File: config.mk
export PLATFORM = sky130hd
export DESIGN_NAME = ex1_serial_adder
export DESIGN_NICKNAME = d
export VERILOG_FILES = /design/src/rtl/ex1_serial_adder_pkg.sv /design/src/rtl/ex1_serial_adder_digit_adder.sv /design/src/rtl/ex1_serial_adder.sv
export SDC_FILE = /design/constraint.sdc
export NUM_CORES = 1
export LEC_CHECK = 0
export BUFFER_PORTS_ARGS = -buffer_cell sky130_fd_sc_hd__buf_2
export CAP_MARGIN = 20
export CORE_UTILIZATION = 31
export DETAILED_ROUTE_END_ITERATION = 6
export GPL_TIMING_DRIVEN = 0
export PLACE_DENSITY_LB_ADDON = 0.3
export SYNTH_ARGS = -nofsm -noshare
export SYNTH_HDL_FRONTEND = slang
export SYNTH_SLANG_ARGS = --single-unit
File: constraint.sdc
create_clock -name Clock -period 4.36 [get_ports Clock]
set_clock_uncertainty 0.15 [all_clocks]
set_input_delay 0.872 -clock Clock [delete_from_list [all_inputs] [get_ports Clock]]
set_output_delay 0.872 -clock Clock [all_outputs]
set_load 0.05 [all_outputs]
File: src/rtl/ex1_serial_adder_pkg.sv
// Shared types and default sizing for the digit-serial adder.
package ex1_pkg;

    typedef enum logic [1:0] {
        LOAD,
        ADD,
        DONE
    } ex1_state_t;

    localparam int EX1_WIDTH   = 8;
    localparam int EX1_DIGIT_W = 2;
    localparam int EX1_NDIGITS = EX1_WIDTH / EX1_DIGIT_W;

endpackage

File: src/rtl/ex1_serial_adder_digit_adder.sv
// Combinational DIGIT_W-bit ripple-carry adder used for one digit per cycle.
module ex1_digit_adder #(
    parameter int DIGIT_W = 2
) (
    input  logic [DIGIT_W-1:0] a,
    input  logic [DIGIT_W-1:0] b,
    input  logic               cin,
    output logic [DIGIT_W-1:0] sum,
    output logic               cout
);

    logic [DIGIT_W:0] chain;

    assign chain[0] = cin;

    for (genvar i = 0; i < DIGIT_W; i++) begin : g_fa
        assign sum[i]     = a[i] ^ b[i] ^ chain[i];
        assign chain[i+1] = (a[i] & b[i]) | (chain[i] & (a[i] ^ b[i]));
    end

    assign cout = chain[DIGIT_W];

endmodule

File: src/rtl/ex1_serial_adder.sv
// Digit-serial unsigned adder: loads A/B once after reset, adds DIGIT_W bits per edge.
// Optional macro EX1_SATURATE_EN clamps an overflowing result to all ones.
module ex1_serial_adder
    import ex1_pkg::*;
#(
    parameter int WIDTH   = EX1_WIDTH,
    parameter int DIGIT_W = EX1_DIGIT_W
) (
    input  logic [WIDTH-1:0] A,
    input  logic [WIDTH-1:0] B,
    input  logic             Reset,
    input  logic             Clock,
    output logic [WIDTH-1:0] Sum
);

    localparam int NDIGITS = WIDTH / DIGIT_W;
    localparam int CNT_W   = (NDIGITS > 1) ? $clog2(NDIGITS) : 1;

    ex1_state_t         state;
    ex1_state_t         state_next;
    logic [CNT_W-1:0]   count;
    logic               carry;
    logic [WIDTH-1:0]   a_sh;
    logic [WIDTH-1:0]   b_sh;
    logic [WIDTH-1:0]   part;
    logic [WIDTH-1:0]   part_next;
    logic [WIDTH-1:0]   sum_next;
    logic [DIGIT_W-1:0] digit_sum;
    logic               digit_cout;
    logic               last_digit;

    ex1_digit_adder #(.DIGIT_W(DIGIT_W)) u_digit (
        .a    (a_sh[DIGIT_W-1:0]),
        .b    (b_sh[DIGIT_W-1:0]),
        .cin  (carry),
        .sum  (digit_sum),
        .cout (digit_cout)
    );

    assign last_digit = (count == CNT_W'(NDIGITS - 1));
    // New digits enter at the top so the first (LSB) digit ends at bit 0.
    assign part_next  = {digit_sum, part[WIDTH-1:DIGIT_W]};

    always_comb begin
        sum_next = part_next;
`ifdef EX1_SATURATE_EN
        if (digit_cout) begin
            sum_next = '1;
        end
`endif
    end

    always_ff @(posedge Clock or negedge Reset) begin
        if (!Reset) begin
            state <= LOAD;
        end else begin
            state <= state_next;
        end
    end

    always_comb begin
        state_next = state;
        unique case (state)
            LOAD:    state_next = ADD;
            ADD:     if (last_digit) state_next = DONE;
            DONE:    state_next = DONE;
            default: state_next = LOAD;
        endcase
    end

    always_ff @(posedge Clock or negedge Reset) begin
        if (!Reset) begin
            count <= '0;
            carry <= 1'b0;
            a_sh  <= '0;
            b_sh  <= '0;
            part  <= '0;
            Sum   <= '0;
        end else begin
            unique case (state)
                LOAD: begin
                    a_sh  <= A;
                    b_sh  <= B;
                    carry <= 1'b0;
                    count <= '0;
                end
                ADD: begin
                    a_sh  <= a_sh >> DIGIT_W;
                    b_sh  <= b_sh >> DIGIT_W;
                    carry <= digit_cout;
                    part  <= part_next;
                    count <= count + 1'b1;
                    if (last_digit) begin
                        Sum <= sum_next;
                    end
                end
                default: begin
                end
            endcase
        end
    end

endmodule

==> run_summary.xml, run 1 <==
<?xml version="1.0" encoding="UTF-8"?>
<metrics>
  <group name="timing">
    <metric name="max_slew.worst_pin.slew" unit="ns">0.768</metric>
    <metric name="grt_setup_unrepaired" unit="">no</metric>
    <metric name="sum_neg_setup_slack" unit="ns">0</metric>
    <metric name="final-max-slew-violation-count" unit="">0</metric>
    <metric name="period_minus_slack" unit="ns">1.92</metric>
    <metric name="hold_violations" unit="">0</metric>
    <metric name="tightest_hold_margin" unit="ns">0.339</metric>
    <metric name="timing.final.setup_violations" unit="">0</metric>
    <metric name="portion_of_the_clock_cycle_consumed_by_the_worst_path_in_the_final_layout" unit="%">44.0</metric>
    <metric name="timing.max_slew.rel_slack" unit="%">48.8</metric>
    <metric name="maxClockFrequency" unit="MHz">522</metric>
  </group>
  <group name="critical_path">
    <metric name="critical_path.reg2reg.startpoint" unit="">carry</metric>
    <metric name="worstSetupEndpointType" unit="">primary output</metric>
    <metric name="rr_endpoint" unit="">part[7]</metric>
    <metric name="rr_worst_depth" unit="">5</metric>
    <metric name="worst_ep_required" unit="ns">3.34</metric>
    <metric name="timing.critical_path.arrival" unit="ns">0.90</metric>
    <metric name="critPathLaunchType" unit="">register</metric>
    <metric name="cp_slowest_cell" unit="">sky130_fd_sc_hd__dfrtp_1</metric>
    <metric name="cell_chain_of_the_critical_path" unit="">buf_2</metric>
    <metric name="crit_cells" unit="">1</metric>
    <metric name="r2r_setup_slack" unit="ns">2.53</metric>
    <metric name="critical_path_class" unit="">register to primary output</metric>
    <metric name="critPathMaxFanout" unit="">2</metric>
    <metric name="cp_num_buf_inv" unit="">1</metric>
    <metric name="cpPeakStageDelay" unit="ns">0.35</metric>
    <metric name="crit_family" unit="">flip-flops</metric>
  </group>
  <group name="placed_design">
    <metric name="dp_cells" unit="">214</metric>
    <metric name="routabilityCongestion" unit="">0.684</metric>
    <metric name="port_buffers" unit="">25</metric>
    <metric name="place_hpwl" unit="µm">1880</metric>
  </group>
  <group name="min_path">
    <metric name="min_to" unit="">b_sh[0]</metric>
    <metric name="hold_path_class" unit="">register to register</metric>
    <metric name="worst_hold_path.num_cells" unit="">2</metric>
    <metric name="timing.hold.worst.start" unit="">b_sh[2]</metric>
  </group>
  <group name="clocking">
    <metric name="cts_root_buf" unit="">sky130_fd_sc_hd__clkbuf_8</metric>
    <metric name="post_cts.resized_instances" unit="">0</metric>
    <metric name="cts_inserted_buffers" unit="">5</metric>
    <metric name="clkSinkCount" unit="">35</metric>
    <metric name="max-clock-path-buffers" unit="">2</metric>
    <metric name="holdBufCountCts" unit="">0</metric>
    <metric name="clock_insertion_delay_worst_skew" unit="ns">0.28</metric>
    <metric name="clkSlewWorstSetupHoldPaths" unit="ns">0.06</metric>
    <metric name="cts.htree.levels" unit="">2</metric>
    <metric name="post-cts-setup-buffers" unit="">0</metric>
    <metric name="tritoncts_clock_tree" unit="">yes</metric>
  </group>
  <group name="floorplan">
    <metric name="row_count" unit="">25</metric>
    <metric name="starting_density" unit="%">32.3</metric>
    <metric name="die_width" unit="µm">72.2</metric>
    <metric name="chipHeight" unit="µm">72.2</metric>
    <metric name="coreArea" unit="mm²">0.00472</metric>
    <metric name="floorplan.io_pins" unit="">26</metric>
    <metric name="die_area" unit="mm²">0.00521</metric>
  </group>
  <group name="detailed_routing">
    <metric name="routed_wire_length_per_instance" unit="µm">12.0</metric>
    <metric name="wl_met3" unit="µm">142</metric>
    <metric name="met1Wirelength" unit="µm">1280</metric>
    <metric name="ant_nets" unit="">0</metric>
    <metric name="wirelength" unit="µm">2660</metric>
    <metric name="top_signal_layer_used" unit="">met4</metric>
    <metric name="vias" unit="">993</metric>
    <metric name="met2_length" unit="µm">1210</metric>
    <metric name="drc" unit="">0</metric>
    <metric name="detailed_route_iter0_violations" unit="">26</metric>
    <metric name="detailed_routing_iterations_pass_1" unit="">4</metric>
    <metric name="via_per_inst" unit="">4.47</metric>
  </group>
  <group name="cells_and_area">
    <metric name="syn2layout_area_growth" unit="%">20.2</metric>
    <metric name="post_layout_nonfiller_instances" unit="">222</metric>
    <metric name="nNetsFinal" unit="">177</metric>
    <metric name="area_taken_by_multi_input_logic_gates" unit="µm²">588</metric>
    <metric name="layout-drive-gt1-share" unit="%">33.5</metric>
    <metric name="n_antenna_cell" unit="">0</metric>
    <metric name="seq_area" unit="µm²">876</metric>
    <metric name="final_core_util" unit="%">38.9</metric>
    <metric name="num-fill-cells" unit="">484</metric>
  </group>
  <group name="synthesis">
    <metric name="synthArstFlopShare" unit="%">100</metric>
    <metric name="synthesized_flop_and_latch_total" unit="">35</metric>
    <metric name="synth_largest_type_area_fraction" unit="%">57.3</metric>
    <metric name="synth-edff-count" unit="">0</metric>
    <metric name="mappedNetlistArea" unit="mm²">0.00153</metric>
    <metric name="post_synth_most_frequent_cells" unit="">35 x sky130_fd_sc_hd__dfrtp_1, 19 x sky130_fd_sc_hd__mux2i_1, 14 x sky130_fd_sc_hd__mux2_2</metric>
    <metric name="synth_warnings" unit="">0</metric>
    <metric name="yosys-top-cells-area" unit="">sky130_fd_sc_hd__dfrtp_1 57%, sky130_fd_sc_hd__mux2i_1 12%, sky130_fd_sc_hd__mux2_2 10%</metric>
    <metric name="synthCells" unit="">122</metric>
    <metric name="synth-seq-area-share" unit="%">57.3</metric>
    <metric name="netlist-cell-type-count" unit="">16</metric>
    <metric name="synth_area_per_cell" unit="µm²">12.5</metric>
    <metric name="post-synth-top-count-cell" unit="">sky130_fd_sc_hd__dfrtp_1</metric>
    <metric name="synth.net_count" unit="">145</metric>
    <metric name="yosys_most_used_dff" unit="">sky130_fd_sc_hd__dfrtp_1</metric>
    <metric name="yosys.area.top_type" unit="">sky130_fd_sc_hd__dfrtp_1</metric>
  </group>
  <group name="grt">
    <metric name="first_pass_grt_wire_length" unit="µm">4690</metric>
    <metric name="vias_in_the_first_global_route" unit="">1055</metric>
    <metric name="antenna_found_initial" unit="">0</metric>
    <metric name="gr-total-overflow" unit="">0</metric>
    <metric name="grt_start_max_net_pins" unit="">36</metric>
    <metric name="grtUsageTotal" unit="%">11.8</metric>
  </group>
  <group name="flow_run">
    <metric name="max_cap_violations" unit="">0</metric>
  </group>
  <group name="outcome">
    <metric name="run_status" unit="">complete, no violations</metric>
  </group>
  <group name="power">
    <metric name="leak" unit="nW">0.846</metric>
    <metric name="cell_pwr_density" unit="mW/mm²">389</metric>
    <metric name="vdd_drop_max" unit="V">0.000191</metric>
  </group>
</metrics>
[sequential cells by signal, indices dropped and copies added, names as in the netlist]
name   count
Sum        8
count      2
b_sh       8
state      2
part       6
carry      1
a_sh       8
[area by class of cell]
cell class / count / area share [%]
Sequential cell: 35 / 47.7
Clock buffer: 8 / 5.45
Tap cell: 67 / 4.56
Inverter: 8 / 1.63
Multi-Input combinational cell: 73 / 32.0
Buffer: 6 / 1.84
Timing Repair Buffer: 25 / 6.81
[cells in the final DEF, fill, tap and decap left out]
master | netlist | layout
sky130_fd_sc_hd__dfrtp_1 | 35 | 35
sky130_fd_sc_hd__buf_2 | 3 | 28
sky130_fd_sc_hd__mux2i_1 | 19 | 19
sky130_fd_sc_hd__mux2_2 | 14 | 14
sky130_fd_sc_hd__nand2_1 | 13 | 13
sky130_fd_sc_hd__o21ai_0 | 12 | 12
sky130_fd_sc_hd__inv_1 | 8 | 8
sky130_fd_sc_hd__clkbuf_8 | 0 | 7
sky130_fd_sc_hd__nor2_1 | 5 | 5
sky130_fd_sc_hd__ha_1 | 3 | 3
sky130_fd_sc_hd__buf_4 | 2 | 2
sky130_fd_sc_hd__nand2b_1 | 2 | 2
sky130_fd_sc_hd__clkbuf_1 | 1 | 2
sky130_fd_sc_hd__fa_1 | 2 | 2
sky130_fd_sc_hd__nand2_2 | 1 | 1
sky130_fd_sc_hd__a22o_1 | 1 | 1
sky130_fd_sc_hd__o31ai_1 | 1 | 1
[through the flow]
step | setup WS [ns] | cell area [µm²] | total power [mW]
after global routing | 2.40 | 1840 | 0.748
final | 2.44 | 1840 | 0.714
after detailed placement | 2.52 | 1740 | 0.471
after CTS | 2.43 | 1840 | 0.728
after global placement | 2.54 | 1740 | 0.468
after floorplan | 2.60 | 1530 | 0.437
[power breakdown]
group          switching, mW  internal [mW]
logic                 0.0691         0.0318
clock network          0.107          0.144
registers             0.0126          0.350
[worst max path at each step]
stage	startpoint	endpoint	slack, ns
after global routing	Sum[6]	Sum[6]	2.40
after CTS	Sum[6]	Sum[6]	2.43
after global placement	carry	part[7]	2.54
after detailed placement	carry	part[7]	2.52
final	Sum[6]	Sum[6]	2.44
after floorplan	carry	part[7]	2.60
[worst reg2reg max path, cell delays in order, from the launching register on]
cell                      delay (ns)
sky130_fd_sc_hd__dfrtp_1        0.32
sky130_fd_sc_hd__inv_1          0.06
sky130_fd_sc_hd__fa_1           0.41
sky130_fd_sc_hd__inv_1          0.08
sky130_fd_sc_hd__fa_1           0.42
sky130_fd_sc_hd__mux2_2         0.27
[per-layer routing]
| metal | vias up | GRT usage, % |
|---|---|---|
| li1 | 473 | - |
| met1 | 486 | 14.8 |
| met2 | 27 | 18.9 |
| met3 | 7 | 3.75 |
| met4 | 0 | 4.58 |
| met5 | - | 0 |
[cell families (layout without fill, tap and decap cells)]
logic type      Yosys count  after routing  share of synthesized area [%]
flops                    35             35                           57.3
mux                      33             33                           22.8
simple gates             21             21                           5.65
compound gates           14             14                           5.00
buf+inv                  14             47                           4.18
fa+ha+maj                 5              5                           5.08
Note: power is estimated with default switching activity, not from simulation.
==> run 2, diff against run 1 <==
--- a/config.mk
+++ b/config.mk
@@ -5,6 +5,7 @@
 export SDC_FILE = /design/constraint.sdc
 export NUM_CORES = 1
 export LEC_CHECK = 0
+export ABC_AREA = 1
 export BUFFER_PORTS_ARGS = -buffer_cell sky130_fd_sc_hd__buf_2
 export CAP_MARGIN = 20
 export CORE_UTILIZATION = 31
==> constraint.sdc (replaced) <==
create_clock -name Clock -period 1.9 [get_ports Clock]
set_clock_uncertainty 0.15 [all_clocks]
set_input_delay 0.38 -clock Clock [delete_from_list [all_inputs] [get_ports Clock]]
set_output_delay 0.38 -clock Clock [all_outputs]
set_load 0.05 [all_outputs]
==> run 2 against run 1 <==
Sequential power rose by 130%. First-iteration DRC count rose to 3.5 times the previous value. Register-to-register slack got worse by 2.4 ns. Hold slack got worse by 0.32 ns. Die area rose by 2.2%. Synthesized cell count rose by 39%. Routed wire length rose by 11%. Critical path depth rose by 5. Via count rose by 20%. Non-clock buffer count rose by 3. Critical path type is now register to register. Largest cell class unchanged.
==> run_summary.xml, run 2 <==
<?xml version="1.0" encoding="UTF-8"?>
<metrics>
  <group name="placed_design">
    <metric name="place_hpwl" unit="µm">2020</metric>
    <metric name="post_dp_area" unit="mm²">0.00177</metric>
    <metric name="preCtsSetupSlack" unit="ns">0.167</metric>
    <metric name="routabilityCongestion" unit="">0.703</metric>
    <metric name="port_buffers" unit="">25</metric>
  </group>
  <group name="timing">
    <metric name="final_critical_path_setup_slack" unit="ns">0.174</metric>
    <metric name="portion_of_the_clock_cycle_consumed_by_the_worst_path_in_the_final_layout" unit="%">90.8</metric>
    <metric name="sum_neg_setup_slack" unit="ns">0</metric>
    <metric name="max_slew.worst_pin.slew" unit="ns">0.768</metric>
    <metric name="hold_violations" unit="">0</metric>
    <metric name="maxClockFrequency" unit="MHz">579</metric>
    <metric name="period_minus_slack" unit="ns">1.73</metric>
    <metric name="grt_setup_unrepaired" unit="">no</metric>
    <metric name="timing.final.setup_violations" unit="">0</metric>
    <metric name="timing.max_slew.rel_slack" unit="%">48.8</metric>
    <metric name="final-max-slew-violation-count" unit="">0</metric>
    <metric name="tightest_hold_margin" unit="ns">0.0201</metric>
  </group>
  <group name="floorplan">
    <metric name="die_width" unit="µm">73</metric>
    <metric name="die_area" unit="mm²">0.00533</metric>
    <metric name="chipHeight" unit="µm">73</metric>
    <metric name="row_count" unit="">25</metric>
    <metric name="floorplan.io_pins" unit="">26</metric>
    <metric name="coreArea" unit="mm²">0.00479</metric>
    <metric name="starting_density" unit="%">32.7</metric>
  </group>
  <group name="critical_path">
    <metric name="worst_ep_required" unit="ns">1.93</metric>
    <metric name="cp_num_buf_inv" unit="">2</metric>
    <metric name="crit_family" unit="">adder cells</metric>
    <metric name="worstSetupEndpointType" unit="">register</metric>
    <metric name="timing.critical_path.arrival" unit="ns">1.75</metric>
    <metric name="cp_slowest_cell" unit="">sky130_fd_sc_hd__fa_1</metric>
    <metric name="critPathLaunchType" unit="">register</metric>
    <metric name="cell_chain_of_the_critical_path" unit="">inv_1 &gt; fa_1 &gt; inv_1 &gt; fa_1 &gt; nand3_1 &gt; nand2_1</metric>
    <metric name="critPathMaxFanout" unit="">2</metric>
    <metric name="critical_path_class" unit="">register to register</metric>
    <metric name="cpPeakStageDelay" unit="ns">0.44</metric>
  </group>
  <group name="synthesis">
    <metric name="synthArstFlopShare" unit="%">100</metric>
    <metric name="synth_largest_type_area_fraction" unit="%">56.0</metric>
    <metric name="post-synth-top-count-cell" unit="">sky130_fd_sc_hd__nand2_1</metric>
    <metric name="synth_warnings" unit="">0</metric>
    <metric name="synth-seq-area-share" unit="%">56.0</metric>
    <metric name="adder_cell_fraction_of_synth_area" unit="%">4.96</metric>
    <metric name="netlist-cell-type-count" unit="">16</metric>
    <metric name="synth_simple_gate_area_share" unit="%">26.2</metric>
    <metric name="synthMuxAreaShare" unit="%">0</metric>
    <metric name="yosys.area.top_type" unit="">sky130_fd_sc_hd__dfrtp_1</metric>
    <metric name="synth.net_count" unit="">193</metric>
    <metric name="mappedNetlistArea" unit="mm²">0.00156</metric>
    <metric name="yosys-top-cells-area" unit="">sky130_fd_sc_hd__dfrtp_1 56%, sky130_fd_sc_hd__nand2_1 15%, sky130_fd_sc_hd__nand3_1 9.6%</metric>
    <metric name="synthCells" unit="">170</metric>
    <metric name="synthesized_flop_and_latch_total" unit="">35</metric>
    <metric name="synth-compound-area-share" unit="%">5.60</metric>
    <metric name="synth-edff-count" unit="">0</metric>
    <metric name="synth_xor_area_share" unit="%">0</metric>
    <metric name="yosys_most_used_dff" unit="">sky130_fd_sc_hd__dfrtp_1</metric>
    <metric name="post_synth_most_frequent_cells" unit="">62 x sky130_fd_sc_hd__nand2_1, 35 x sky130_fd_sc_hd__dfrtp_1, 30 x sky130_fd_sc_hd__nand3_1</metric>
    <metric name="synth_area_per_cell" unit="µm²">9.19</metric>
    <metric name="synth_top_family_by_area" unit="">simple AND/OR/NAND/NOR gates</metric>
  </group>
  <group name="cells_and_area">
    <metric name="layout-drive-gt1-share" unit="%">23.4</metric>
    <metric name="syn2layout_area_growth" unit="%">18.0</metric>
    <metric name="nNetsFinal" unit="">225</metric>
    <metric name="n_antenna_cell" unit="">0</metric>
    <metric name="registers_with_the_most_flip_flops" unit="">Sum (8), a_sh (8), b_sh (8)</metric>
    <metric name="num-fill-cells" unit="">517</metric>
    <metric name="final_cell_mix" unit="">62 x sky130_fd_sc_hd__nand2_1, 35 x sky130_fd_sc_hd__dfrtp_1, 30 x sky130_fd_sc_hd__nand3_1</metric>
    <metric name="layout.cells.most_common" unit="">sky130_fd_sc_hd__nand2_1</metric>
    <metric name="stdcell_area" unit="mm²">0.00184</metric>
  </group>
  <group name="grt">
    <metric name="first_pass_grt_wire_length" unit="µm">5380</metric>
    <metric name="grtUsageTotal" unit="%">13.9</metric>
    <metric name="vias_in_the_first_global_route" unit="">1202</metric>
    <metric name="antenna_found_initial" unit="">0</metric>
    <metric name="grt_start_max_net_pins" unit="">36</metric>
    <metric name="gr-total-overflow" unit="">0</metric>
  </group>
  <group name="clocking">
    <metric name="tritoncts_clock_tree" unit="">yes</metric>
    <metric name="cts.htree.levels" unit="">2</metric>
    <metric name="cts_root_buf" unit="">sky130_fd_sc_hd__clkbuf_8</metric>
    <metric name="holdBufCountCts" unit="">0</metric>
    <metric name="clkSlewWorstSetupHoldPaths" unit="ns">0.06</metric>
    <metric name="post_cts.resized_instances" unit="">0</metric>
    <metric name="cts_inserted_buffers" unit="">5</metric>
    <metric name="clock_insertion_delay_worst_skew" unit="ns">0.28</metric>
    <metric name="max-clock-path-buffers" unit="">2</metric>
    <metric name="clkSinkCount" unit="">35</metric>
    <metric name="post-cts-setup-buffers" unit="">0</metric>
  </group>
  <group name="detailed_routing">
    <metric name="detailed_route_iter0_violations" unit="">91</metric>
    <metric name="ant_nets" unit="">0</metric>
    <metric name="routed_wire_length_per_instance" unit="µm">11.0</metric>
    <metric name="drc" unit="">0</metric>
    <metric name="wirelength" unit="µm">2960</metric>
    <metric name="via_per_inst" unit="">4.44</metric>
    <metric name="vias" unit="">1190</metric>
    <metric name="detailed_routing_iterations_pass_1" unit="">4</metric>
  </group>
  <group name="power">
    <metric name="share_of_power_burned_in_registers" unit="%">53.2</metric>
    <metric name="p_clk_share" unit="%">31.0</metric>
    <metric name="comb_power_share" unit="%">15.8</metric>
    <metric name="leak" unit="nW">0.982</metric>
    <metric name="p_sw" unit="mW">0.448</metric>
    <metric name="internal_power" unit="mW">1.11</metric>
    <metric name="p_total" unit="mW">1.56</metric>
    <metric name="cell_pwr_density" unit="mW/mm²">845</metric>
    <metric name="vdd_drop_max" unit="V">0.000337</metric>
    <metric name="power_switching_share" unit="%">28.8</metric>
  </group>
  <group name="flow_run">
    <metric name="max_cap_violations" unit="">0</metric>
  </group>
  <group name="outcome">
    <metric name="run_status" unit="">complete, no violations</metric>
  </group>
  <group name="min_path">
    <metric name="hold_path_class" unit="">input port to async pin</metric>
  </group>
</metrics>
[run 2: cell count changes after synthesis, sizes merged, moves of 5 or more]
cell / change
nand2: +49
nand3: +30
mux2i: -19
mux2: -14
inv: +5
[run 2: layout make-up]
type / instances / area [µm²] / area share [%]
Buffer: 9 / 63.8 / 3.46
Tap cell: 67 / 83.8 / 4.55
Timing Repair Buffer: 25 / 125 / 6.78
Sequential cell: 35 / 876 / 47.5
Clock buffer: 6 / 72.6 / 3.93
Inverter: 13 / 48.8 / 2.65
Multi-Input combinational cell: 113 / 574 / 31.1
[run 2: cell families (layout without fill, tap and decap cells)]
group	after synthesis	in the layout
adder cells (fa/ha/maj)	5	5
flip-flops	35	35
AO/OA/AOI/OAI	13	13
buffers and inverters	22	53
AND/OR/NAND/NOR	95	95
[run 2: metal layers]
metal  wire length (µm)  up-vias  global-route usage [%]
li1                   -      599                       -
met4                 65        0                    7.84
met2               1300       31                    22.2
met1               1460      553                    16.9
met5                  0        -                       0
met3                128        7                    3.73
[run 2: final timing paths]
check                      startpoint  endpoint  slack, ns  depth (start not counted)
hold reg to reg               b_sh[6]   b_sh[6]       0.32                          2
hold / removal                  Reset    Sum[1]       0.02                          1
max in group asynchronous       Reset   a_sh[3]       1.10                          1
setup reg to reg                carry    Sum[7]       0.17                          6
setup / recovery                carry    Sum[7]       0.17                          6
min in group Clock               B[7]   b_sh[7]       0.17                          3
[run 2: per-stage QoR]
stage / utilization (%) / cells
global route: 38.5 / 268
CTS: 38.5 / 268
global placement: 37.0 / 262
floorplan: - / 170
finish: 38.5 / 268
detailed placement: 37.0 / 262
[run 2: power by group through the flow]
stage                     Clock, mW  Combinational (mW)  Sequential (mW)
after floorplan                   0              0.0644            0.950
after global placement            0               0.249            0.841
after detailed placement          0               0.250            0.843
after CTS                     0.508               0.251            0.829
after global routing          0.530               0.267            0.836
final                         0.484               0.246            0.829
[run 2: worst register-to-register path, stage by stage, from the launching register on]
cell and delay [ns]:
sky130_fd_sc_hd__dfrtp_1 0.35, sky130_fd_sc_hd__inv_1 0.06, sky130_fd_sc_hd__fa_1 0.40, sky130_fd_sc_hd__inv_1 0.08, sky130_fd_sc_hd__fa_1 0.44, sky130_fd_sc_hd__nand3_1 0.10, sky130_fd_sc_hd__nand2_1 0.05
